$ cat src/rtl/farrow_resampler_mc_pkg.sv
// Shared constants, types and helpers for the multi-channel Farrow resampler.
//   Sizing constants : DW, CW, DEGREE, TAPS, CHANNELS, MUW, SIW, ACCW plus derived widths
//   Types            : state_e, sample_t, coef_t, acc_t, phase_t, step_t
//   Functions        : round_sat (accumulator -> sample), mac_latency (MAC start to out_valid)
package farrow_resampler_mc_pkg;

  localparam int unsigned DW       = 16;  // sample width, Q1.(DW-1)
  localparam int unsigned CW       = 18;  // coefficient width, Q2.(CW-2)
  localparam int unsigned DEGREE   = 3;   // polynomial degree
  localparam int unsigned TAPS     = 8;   // delay-line depth per channel
  localparam int unsigned CHANNELS = 2;   // channels per input beat
  localparam int unsigned MUW      = 16;  // fractional phase width
  localparam int unsigned SIW      = 4;   // integer bits of step
  localparam int unsigned ACCW     = 48;  // accumulator width

  localparam int unsigned NumCoef = (DEGREE + 1) * TAPS;
  localparam int unsigned CoefAw  = $clog2(NumCoef);
  localparam int unsigned StepW   = SIW + MUW;
  localparam int unsigned NeedW   = SIW + 1;  // holds (mu + step) >> MUW including the carry
  localparam int unsigned ChW     = (CHANNELS > 1) ? $clog2(CHANNELS) : 1;
  localparam int unsigned KW      = (DEGREE > 0) ? $clog2(DEGREE + 1) : 1;
  localparam int unsigned TW      = $clog2(TAPS + 1);  // TAPS product cycles + 1 Horner cycle
  localparam int unsigned TIW     = (TAPS > 1) ? $clog2(TAPS) : 1;

  typedef enum logic [1:0] {StNeed, StMac, StOut} state_e;

  typedef logic signed [DW-1:0]   sample_t;
  typedef logic signed [CW-1:0]   coef_t;
  typedef logic signed [ACCW-1:0] acc_t;
  typedef logic        [MUW-1:0]  phase_t;
  typedef logic        [StepW-1:0] step_t;

  localparam acc_t RoundBias = acc_t'(2 ** (CW - 3));
  localparam acc_t SatMax    = acc_t'(2 ** (DW - 1) - 1);
  localparam acc_t SatMin    = -acc_t'(2 ** (DW - 1));

  // Accumulator carries DW-1+CW-2 fraction bits; drop CW-2 of them with round-half-up.
  function automatic sample_t round_sat(acc_t v);
    acc_t r;
    r = (v + RoundBias) >>> (CW - 2);
    if (r > SatMax) begin
      round_sat = sample_t'(SatMax);
    end else if (r < SatMin) begin
      round_sat = sample_t'(SatMin);
    end else begin
      round_sat = sample_t'(r);
    end
  endfunction

  // Cycles from the beat that starts a MAC run to out_valid rising.
  function automatic int unsigned mac_latency();
    return CHANNELS * (DEGREE + 1) * (TAPS + 1) + 1;
  endfunction

endpackage

$ cat src/rtl/farrow_resampler_mc_if.sv
// Bus bundle for the Farrow resampler.
//   in_*   : sample source handshake (valid/ready) with packed channel data
//   step   : UQ(SIW).(MUW) input samples per output
//   coef_* : coefficient write port, address = k*TAPS + t
//   out_*  : consumer handshake with packed channel data
//   busy   : block is not waiting for input
// master = source/consumer side, slave = resampler side.
interface farrow_resampler_mc_if;
  import farrow_resampler_mc_pkg::*;

  logic                     in_valid;
  logic                     in_ready;
  logic [CHANNELS*DW-1:0]   in_data;
  step_t                    step;
  logic                     coef_we;
  logic                     coef_ready;
  logic [CoefAw-1:0]        coef_addr;
  coef_t                    coef_data;
  logic                     out_valid;
  logic                     out_ready;
  logic [CHANNELS*DW-1:0]   out_data;
  logic                     busy;

  modport master (
    output in_valid, in_data, step, coef_we, coef_addr, coef_data, out_ready,
    input  in_ready, coef_ready, out_valid, out_data, busy
  );

  modport slave (
    input  in_valid, in_data, step, coef_we, coef_addr, coef_data, out_ready,
    output in_ready, coef_ready, out_valid, out_data, busy
  );

endinterface

$ cat src/rtl/farrow_resampler_mc_coef_ram.sv
// Shared (DEGREE+1)*TAPS x CW coefficient store.
//   clk_i   : clock
//   we_i    : write strobe (already qualified by the caller)
//   waddr_i : write address k*TAPS + t
//   wdata_i : coefficient polyM[k][t]
//   raddr_i : read address from the MAC counters
//   rdata_o : asynchronous read data
// Contents are deliberately not reset.
module farrow_resampler_mc_coef_ram
  import farrow_resampler_mc_pkg::*;
(
  input  logic              clk_i,
  input  logic              we_i,
  input  logic [CoefAw-1:0] waddr_i,
  input  coef_t             wdata_i,
  input  logic [CoefAw-1:0] raddr_i,
  output coef_t             rdata_o
);

  coef_t mem_q [2**CoefAw];

  always_ff @(posedge clk_i) begin
    if (we_i) begin
      mem_q[waddr_i] <= wdata_i;
    end
  end

  assign rdata_o = mem_q[raddr_i];

endmodule

$ cat src/rtl/farrow_resampler_mc.sv
// Multi-channel fixed-point Farrow fractional resampler, single clock.
//   clk   : rising-edge clock
//   rst_n : asynchronous active-low reset
//   bus   : slave side of farrow_resampler_mc_if (input beats, step, coefficient
//           writes, output beats, busy)
// Each channel keeps a TAPS-deep delay line (x[0] newest). One shared MAC walks
// channel -> k = DEGREE..0 -> TAPS product cycles + 1 Horner cycle, then the
// rounded results are published in a single OUT cycle.
module farrow_resampler_mc
  import farrow_resampler_mc_pkg::*;
(
  input logic                  clk,
  input logic                  rst_n,
  farrow_resampler_mc_if.slave bus
);

  localparam int unsigned PrW = CW + DW;
  localparam int unsigned HmW = ACCW + MUW + 1;

  state_e                 state_q;
  sample_t                x_q   [CHANNELS][TAPS];
  sample_t                res_q [CHANNELS];
  phase_t                 mu_q;
  logic [NeedW-1:0]       need_q;
  logic [ChW-1:0]         ch_q;
  logic [KW-1:0]          k_q;
  logic [TW-1:0]          t_q;
  acc_t                   acc_q;
  acc_t                   h_q;
  logic [CHANNELS*DW-1:0] out_data_q;
  logic                   out_valid_q;

  logic                   coef_we_ok;
  logic [CoefAw-1:0]      coef_raddr;
  coef_t                  coef_rd;
  logic [TIW-1:0]         t_idx;
  sample_t                x_sel;
  logic signed [PrW-1:0]  prod_raw;
  acc_t                   prod;
  acc_t                   h_cur;
  logic signed [HmW-1:0]  h_mul;
  acc_t                   h_new;
  logic [StepW:0]         phase_sum;
  logic                   t_last;
  logic                   k_last;
  logic                   ch_last;

  assign bus.in_ready   = (state_q == StNeed);
  assign bus.coef_ready = (state_q == StNeed);
  assign bus.busy       = (state_q != StNeed);
  assign bus.out_valid  = out_valid_q;
  assign bus.out_data   = out_data_q;

  assign coef_we_ok = bus.coef_we && (state_q == StNeed);

  farrow_resampler_mc_coef_ram u_coef_ram (
    .clk_i   (clk),
    .we_i    (coef_we_ok),
    .waddr_i (bus.coef_addr),
    .wdata_i (bus.coef_data),
    .raddr_i (coef_raddr),
    .rdata_o (coef_rd)
  );

  always_comb begin
    t_idx      = t_q[TIW-1:0];
    t_last     = (t_q == TW'(TAPS));
    k_last     = (k_q == '0);
    ch_last    = (ch_q == ChW'(CHANNELS - 1));
    coef_raddr = CoefAw'(32'(k_q) * TAPS + 32'(t_idx));
    x_sel      = x_q[ch_q][t_idx];
    prod_raw   = PrW'(coef_rd) * PrW'(x_sel);
    prod       = acc_t'(prod_raw);
    // Horner starts from zero on the highest-order row of each channel.
    h_cur      = (k_q == KW'(DEGREE)) ? '0 : h_q;
    h_mul      = HmW'(h_cur) * HmW'($signed({1'b0, mu_q}));
    h_new      = acc_t'(h_mul >>> MUW) + acc_q;
    phase_sum  = (StepW + 1)'(mu_q) + (StepW + 1)'(bus.step);
  end

  always_ff @(posedge clk or negedge rst_n) begin
    if (!rst_n) begin
      state_q     <= StNeed;
      mu_q        <= '0;
      need_q      <= NeedW'(1);
      ch_q        <= '0;
      k_q         <= KW'(DEGREE);
      t_q         <= '0;
      acc_q       <= '0;
      h_q         <= '0;
      out_data_q  <= '0;
      out_valid_q <= 1'b0;
      for (int c = 0; c < CHANNELS; c++) begin
        res_q[c] <= '0;
        for (int t = 0; t < TAPS; t++) begin
          x_q[c][t] <= '0;
        end
      end
    end else begin
      unique case (state_q)
        StNeed: begin
          if (bus.in_valid) begin
            for (int c = 0; c < CHANNELS; c++) begin
              x_q[c][0] <= sample_t'(bus.in_data[c*DW +: DW]);
              for (int t = 1; t < TAPS; t++) begin
                x_q[c][t] <= x_q[c][t-1];
              end
            end
            need_q <= need_q - NeedW'(1);
            if (need_q == NeedW'(1)) begin
              state_q <= StMac;
            end
          end
        end

        StMac: begin
          if (!t_last) begin
            acc_q <= acc_q + prod;
            t_q   <= t_q + TW'(1);
          end else begin
            acc_q <= '0;
            t_q   <= '0;
            if (k_last) begin
              res_q[ch_q] <= round_sat(h_new);
              h_q         <= '0;
              k_q         <= KW'(DEGREE);
              if (ch_last) begin
                ch_q    <= '0;
                state_q <= StOut;
              end else begin
                ch_q <= ch_q + ChW'(1);
              end
            end else begin
              h_q <= h_new;
              k_q <= k_q - KW'(1);
            end
          end
        end

        StOut: begin
          if (!out_valid_q) begin
            out_valid_q <= 1'b1;
            for (int c = 0; c < CHANNELS; c++) begin
              out_data_q[c*DW +: DW] <= res_q[c];
            end
          end else if (bus.out_ready) begin
            out_valid_q <= 1'b0;
            mu_q        <= phase_sum[MUW-1:0];
            need_q      <= phase_sum[StepW:MUW];
            // No whole input sample to consume: interpolate again from the same history.
            state_q     <= (phase_sum[StepW:MUW] == '0) ? StMac : StNeed;
          end
        end

        default: state_q <= StNeed;
      endcase
    end
  end

endmodule
$ cat src/flat_wrapper.sv
// flat-port wrapper written by rule: the top's interface ports become plain ports
module farrow_resampler_mc_flat import farrow_resampler_mc_pkg::*;
  (clk, rst_n, bus_in_valid, bus_in_data, bus_step, bus_coef_we, bus_coef_addr, bus_coef_data, bus_out_ready, bus_in_ready, bus_coef_ready, bus_out_valid, bus_out_data, bus_busy);
  farrow_resampler_mc_if bus_i ();
  input logic clk;
  input logic rst_n;
  input wire logic [$bits(bus_i.in_valid)-1:0] bus_in_valid;
  input wire logic [$bits(bus_i.in_data)-1:0] bus_in_data;
  input wire logic [$bits(bus_i.step)-1:0] bus_step;
  input wire logic [$bits(bus_i.coef_we)-1:0] bus_coef_we;
  input wire logic [$bits(bus_i.coef_addr)-1:0] bus_coef_addr;
  input wire logic [$bits(bus_i.coef_data)-1:0] bus_coef_data;
  input wire logic [$bits(bus_i.out_ready)-1:0] bus_out_ready;
  output wire logic [$bits(bus_i.in_ready)-1:0] bus_in_ready;
  output wire logic [$bits(bus_i.coef_ready)-1:0] bus_coef_ready;
  output wire logic [$bits(bus_i.out_valid)-1:0] bus_out_valid;
  output wire logic [$bits(bus_i.out_data)-1:0] bus_out_data;
  output wire logic [$bits(bus_i.busy)-1:0] bus_busy;
  assign bus_i.in_valid = bus_in_valid;
  assign bus_i.in_data = bus_in_data;
  assign bus_i.step = bus_step;
  assign bus_i.coef_we = bus_coef_we;
  assign bus_i.coef_addr = bus_coef_addr;
  assign bus_i.coef_data = bus_coef_data;
  assign bus_i.out_ready = bus_out_ready;
  assign bus_in_ready = bus_i.in_ready;
  assign bus_coef_ready = bus_i.coef_ready;
  assign bus_out_valid = bus_i.out_valid;
  assign bus_out_data = bus_i.out_data;
  assign bus_busy = bus_i.busy;
  farrow_resampler_mc u_core (.clk(clk), .rst_n(rst_n), .bus(bus_i));
endmodule
$ cat config.mk
export PLATFORM = sky130hd
export DESIGN_NAME = farrow_resampler_mc_flat
export DESIGN_NICKNAME = d
export VERILOG_FILES = /design/src/rtl/farrow_resampler_mc_pkg.sv /design/src/rtl/farrow_resampler_mc_if.sv /design/src/rtl/farrow_resampler_mc_coef_ram.sv /design/src/rtl/farrow_resampler_mc.sv /design/src/flat_wrapper.sv
export SDC_FILE = /design/constraint.sdc
export NUM_CORES = 2
export LEC_CHECK = 0
export BUFFER_PORTS_ARGS = -buffer_cell sky130_fd_sc_hd__buf_2
export CAP_MARGIN = 20
export CORE_ASPECT_RATIO = 1.4
export CORE_MARGIN = 5
export CORE_UTILIZATION = 65
export DETAILED_ROUTE_END_ITERATION = 10
export HOLD_SLACK_MARGIN = 0.03
export PLACE_DENSITY_LB_ADDON = 0.1
export RECOVER_POWER = 50
export SYNTH_ARGS = -nofsm -noshare
export SYNTH_HDL_FRONTEND = slang
export SYNTH_HIERARCHICAL = 1
export SYNTH_SLANG_ARGS = --single-unit
export TNS_END_PERCENT = 1
$ cat constraint.sdc
create_clock -name clk -period 22.7 [get_ports clk]
set_input_delay 0 -clock clk [delete_from_list [all_inputs] [get_ports clk]]
set_output_delay 0 -clock clk [all_outputs]
set_load 0.03 [all_outputs]
==> flow_metrics.tcl <==
set metrics [dict create \
    start_util_pct 65.4 \
    max-cap-violations 10 \
    drcViolationCount 0 \
    routed_wl_mm 222 \
    start_kind "register" \
    final_net_count 9072 \
    overflow 0 \
    hold_start "bus_in_data[18]" \
    synth-async-reset-ratio_pct 43.7 \
    cts.path.max_buffers 3 \
    setup_viol_count_final 0 \
    finalMaxSlewViolations 558 \
    die_y_um 437 \
    initialDrtViolationCount 3634 \
    startpoint "u_core/k_q[1]" \
    ys_seq_elements 1023 \
    min_path_type "in -> reg" \
    period_needed_ns 15.80 \
    final_common_cell "inv_1" \
    grt.busiest_layer "met2" \
    drive_gt1_share_pct 10.7 \
    cts_root_buf "clkbuf_16" \
    post_cts_buffers 0 \
    synth_cell_types 92 \
    cp_max_fo 48 \
    r2r_start "u_core/k_q[1]" \
    grt_pass1_wl_mm 352 \
    synth_cells 7451 \
    clk_pin_slew_ns 0.07 \
    numCtsBuffers 97 \
    status "finished with violations" \
    cts.sinks 1023 \
    finalHoldViolations 0 \
    fin_tns_setup_ns 0 \
    port_buffers 115 \
    die_w_um 315 \
    area_growth_pct 7.79 \
    core_area_um2 129000 \
    max_freq_mhz 63.3 \
    final_cell_mix "inv_1, fa_1, nand2_1" \
    slowest_delay_ns 0.89 \
    criticalPathCategory "reg -> reg" \
    rows 156 \
    dieArea_um2 138000 \
    cts_max_level 3 \
    antenna_found_initial 2 \
    rsz0062_at_grt "false" \
    violations "max-capacitance violations, max-slew violations" \
    slowest_stage "dfstp_2" \
    synth_seq_area_share_pct 33.7 \
    viasPerCell 6.03 \
    grt_pass1_vias 62500 \
    grtUsageMet2_pct 58.6 \
    gr-usage-met1_pct 38.1 \
    grtUsageMet3_pct 5.01 \
    max_slew_margin_pct -259 \
    layout_worst_path_cycle_share_pct 69.6 \
    cts_tree "built" \
    grt_max_degree 135 \
    synth.net_count 8968 \
    vias 56500 \
    synth_edf_count 576 \
    synth_warnings 6 \
    synth_area_per_cell_um2 11.3 \
    synth_area_um2 84600 \
    synth_flop_cell "edfxtp_1" \
    ant_nets 0 \
    hpwl_mm 161 \
    cp-end-kind "register" \
    grt.total_usage_pct 33.3 \
    wl_per_cell_um 23.6 \
    worst_pin_slew_ns 5.39 \
    ctsResizeCount 0 \
    skew_ns 0.0318 \
    io_pins 116 \
    cp.required_ns 23.36 \
    insertion_delay_ns 0.74 \
    hold_buffers 128 \
    gp_congestion 1.00 \
    final.fill_count 9429 \
    firstDrtPassIters 5 \
    arrival_ns 16.46 \
]
cells in the mapped netlist, drive strengths merged (22+ instances only):
master / n / area share (%)
a21o: 64 / 0.57
a22oi: 74 / 0.66
nand4: 47 / 0.36
a211oi: 22 / 0.20
o211ai: 34 / 0.31
nand3: 76 / 0.45
mux2: 291 / 3.9
a22o: 60 / 0.62
nor2: 148 / 0.66
nand2b: 41 / 0.30
xor2: 55 / 0.57
inv: 1120 / 5.0
nor3: 52 / 0.38
mux2i: 296 / 3.5
dfrtp: 444 / 13
and2: 428 / 3.2
edfxtp: 576 / 20
ha: 345 / 5.1
o21ai: 176 / 1.0
nor2b: 71 / 0.53
clkbuf: 272 / 1.2
buf: 96 / 0.78
o21a: 31 / 0.28
a21oi: 180 / 1.1
a31oi: 39 / 0.30
xnor2: 112 / 1.2
mux4: 80 / 2.1
and3: 25 / 0.18
nand2: 881 / 3.9
fa: 1092 / 26
o31ai: 22 / 0.21
cell type report:
type	count	area [um^2]	area share, %
Clock inverter	60	609	0.668
Inverter	1120	4200	4.61
Clock buffer	123	2630	2.88
Timing Repair Buffer	373	2730	3.00
Sequential cell	1023	28500	31.3
Antenna cell	1	2.50	0.00275
Tap cell	1738	2170	2.39
Multi-Input combinational cell	4940	50300	55.2
logic make-up (layout without fill, tap and decap cells):
kind of cell / count (synthesis) / count (layout) / share of synthesized area, %
adder cells (fa/ha/maj): 1437 / 1437 / 31.0
AO/OA/AOI/OAI: 820 / 820 / 6.51
other: 0 / 1 / 0
flip-flops: 1023 / 1023 / 33.7
AND/OR/NAND/NOR: 1849 / 1849 / 10.6
XOR/XNOR: 167 / 167 / 1.74
buffers and inverters: 1488 / 1676 / 6.96
multiplexers: 667 / 667 / 9.51
critical path: cells and delay by family, from the launching register on:
kind	cells	cell delay (ns)
XOR/XNOR	2	0.83
adder cells (fa/ha/maj)	9	3.91
flip-flops	1	0.89
AO/OA/AOI/OAI	17	5.42
buffers and inverters	3	0.75
AND/OR/NAND/NOR	11	3.91
per-layer routing:
| layer | routed length (um) | vias to the layer above |
|---|---|---|
| met5 | 13 | - |
| met4 | 17200 | 2 |
| met3 | 12300 | 828 |
| met2 | 115000 | 2001 |
| met1 | 77500 | 29000 |
| li1 | - | 24600 |
registers in the layout, summed over array words and instances (netlist names):
register	count
u_core/h_q	48
u_core/bus.out_data	32
u_core/k_q	2
u_core/need_q	5
u_core/x_q	256
u_core/mu_q	16
u_core/bus.out_valid	1
u_core/acc_q	48
u_core/ch_last	1
u_core/u_coef_ram/mem_q	576
u_core/res_q	32
u_core/state_q	2
u_core/t_q	4
worst paths after layout:
path,to,slack (ns),depth (start not counted)
worst max-delay path,u_core/res_q[7],6.90,42
worst min-delay path,u_core/x_q[114],0.08,3
worst max register to register,u_core/res_q[7],6.90,42
worst min register to register,u_core/h_q[36],0.47,2
max in group asynchronous,u_core/h_q[23],15.35,6
min in group asynchronous,u_core/x_q[119],1.80,4
per-stage QoR:
stage / setup slack, ns / hold slack [ns] / util (%) / std cells / cell area, um^2
after global routing: 6.22 / 0.0673 / 70.5 / 9378 / 91100
after global placement: 7.61 / 0.0976 / 67.1 / 9064 / 86700
after floorplan: 10.92 / -0.296 / - / 7451 / 84600
final: 6.90 / 0.0824 / 70.5 / 9378 / 91100
after detailed placement: 7.25 / 0.106 / 67.1 / 9064 / 86700
after CTS: 7.11 / 0.0326 / 70.6 / 9375 / 91300
Power is not shown: default switching activity piles up to over one toggle a cycle in this logic, so the estimate is an artifact.
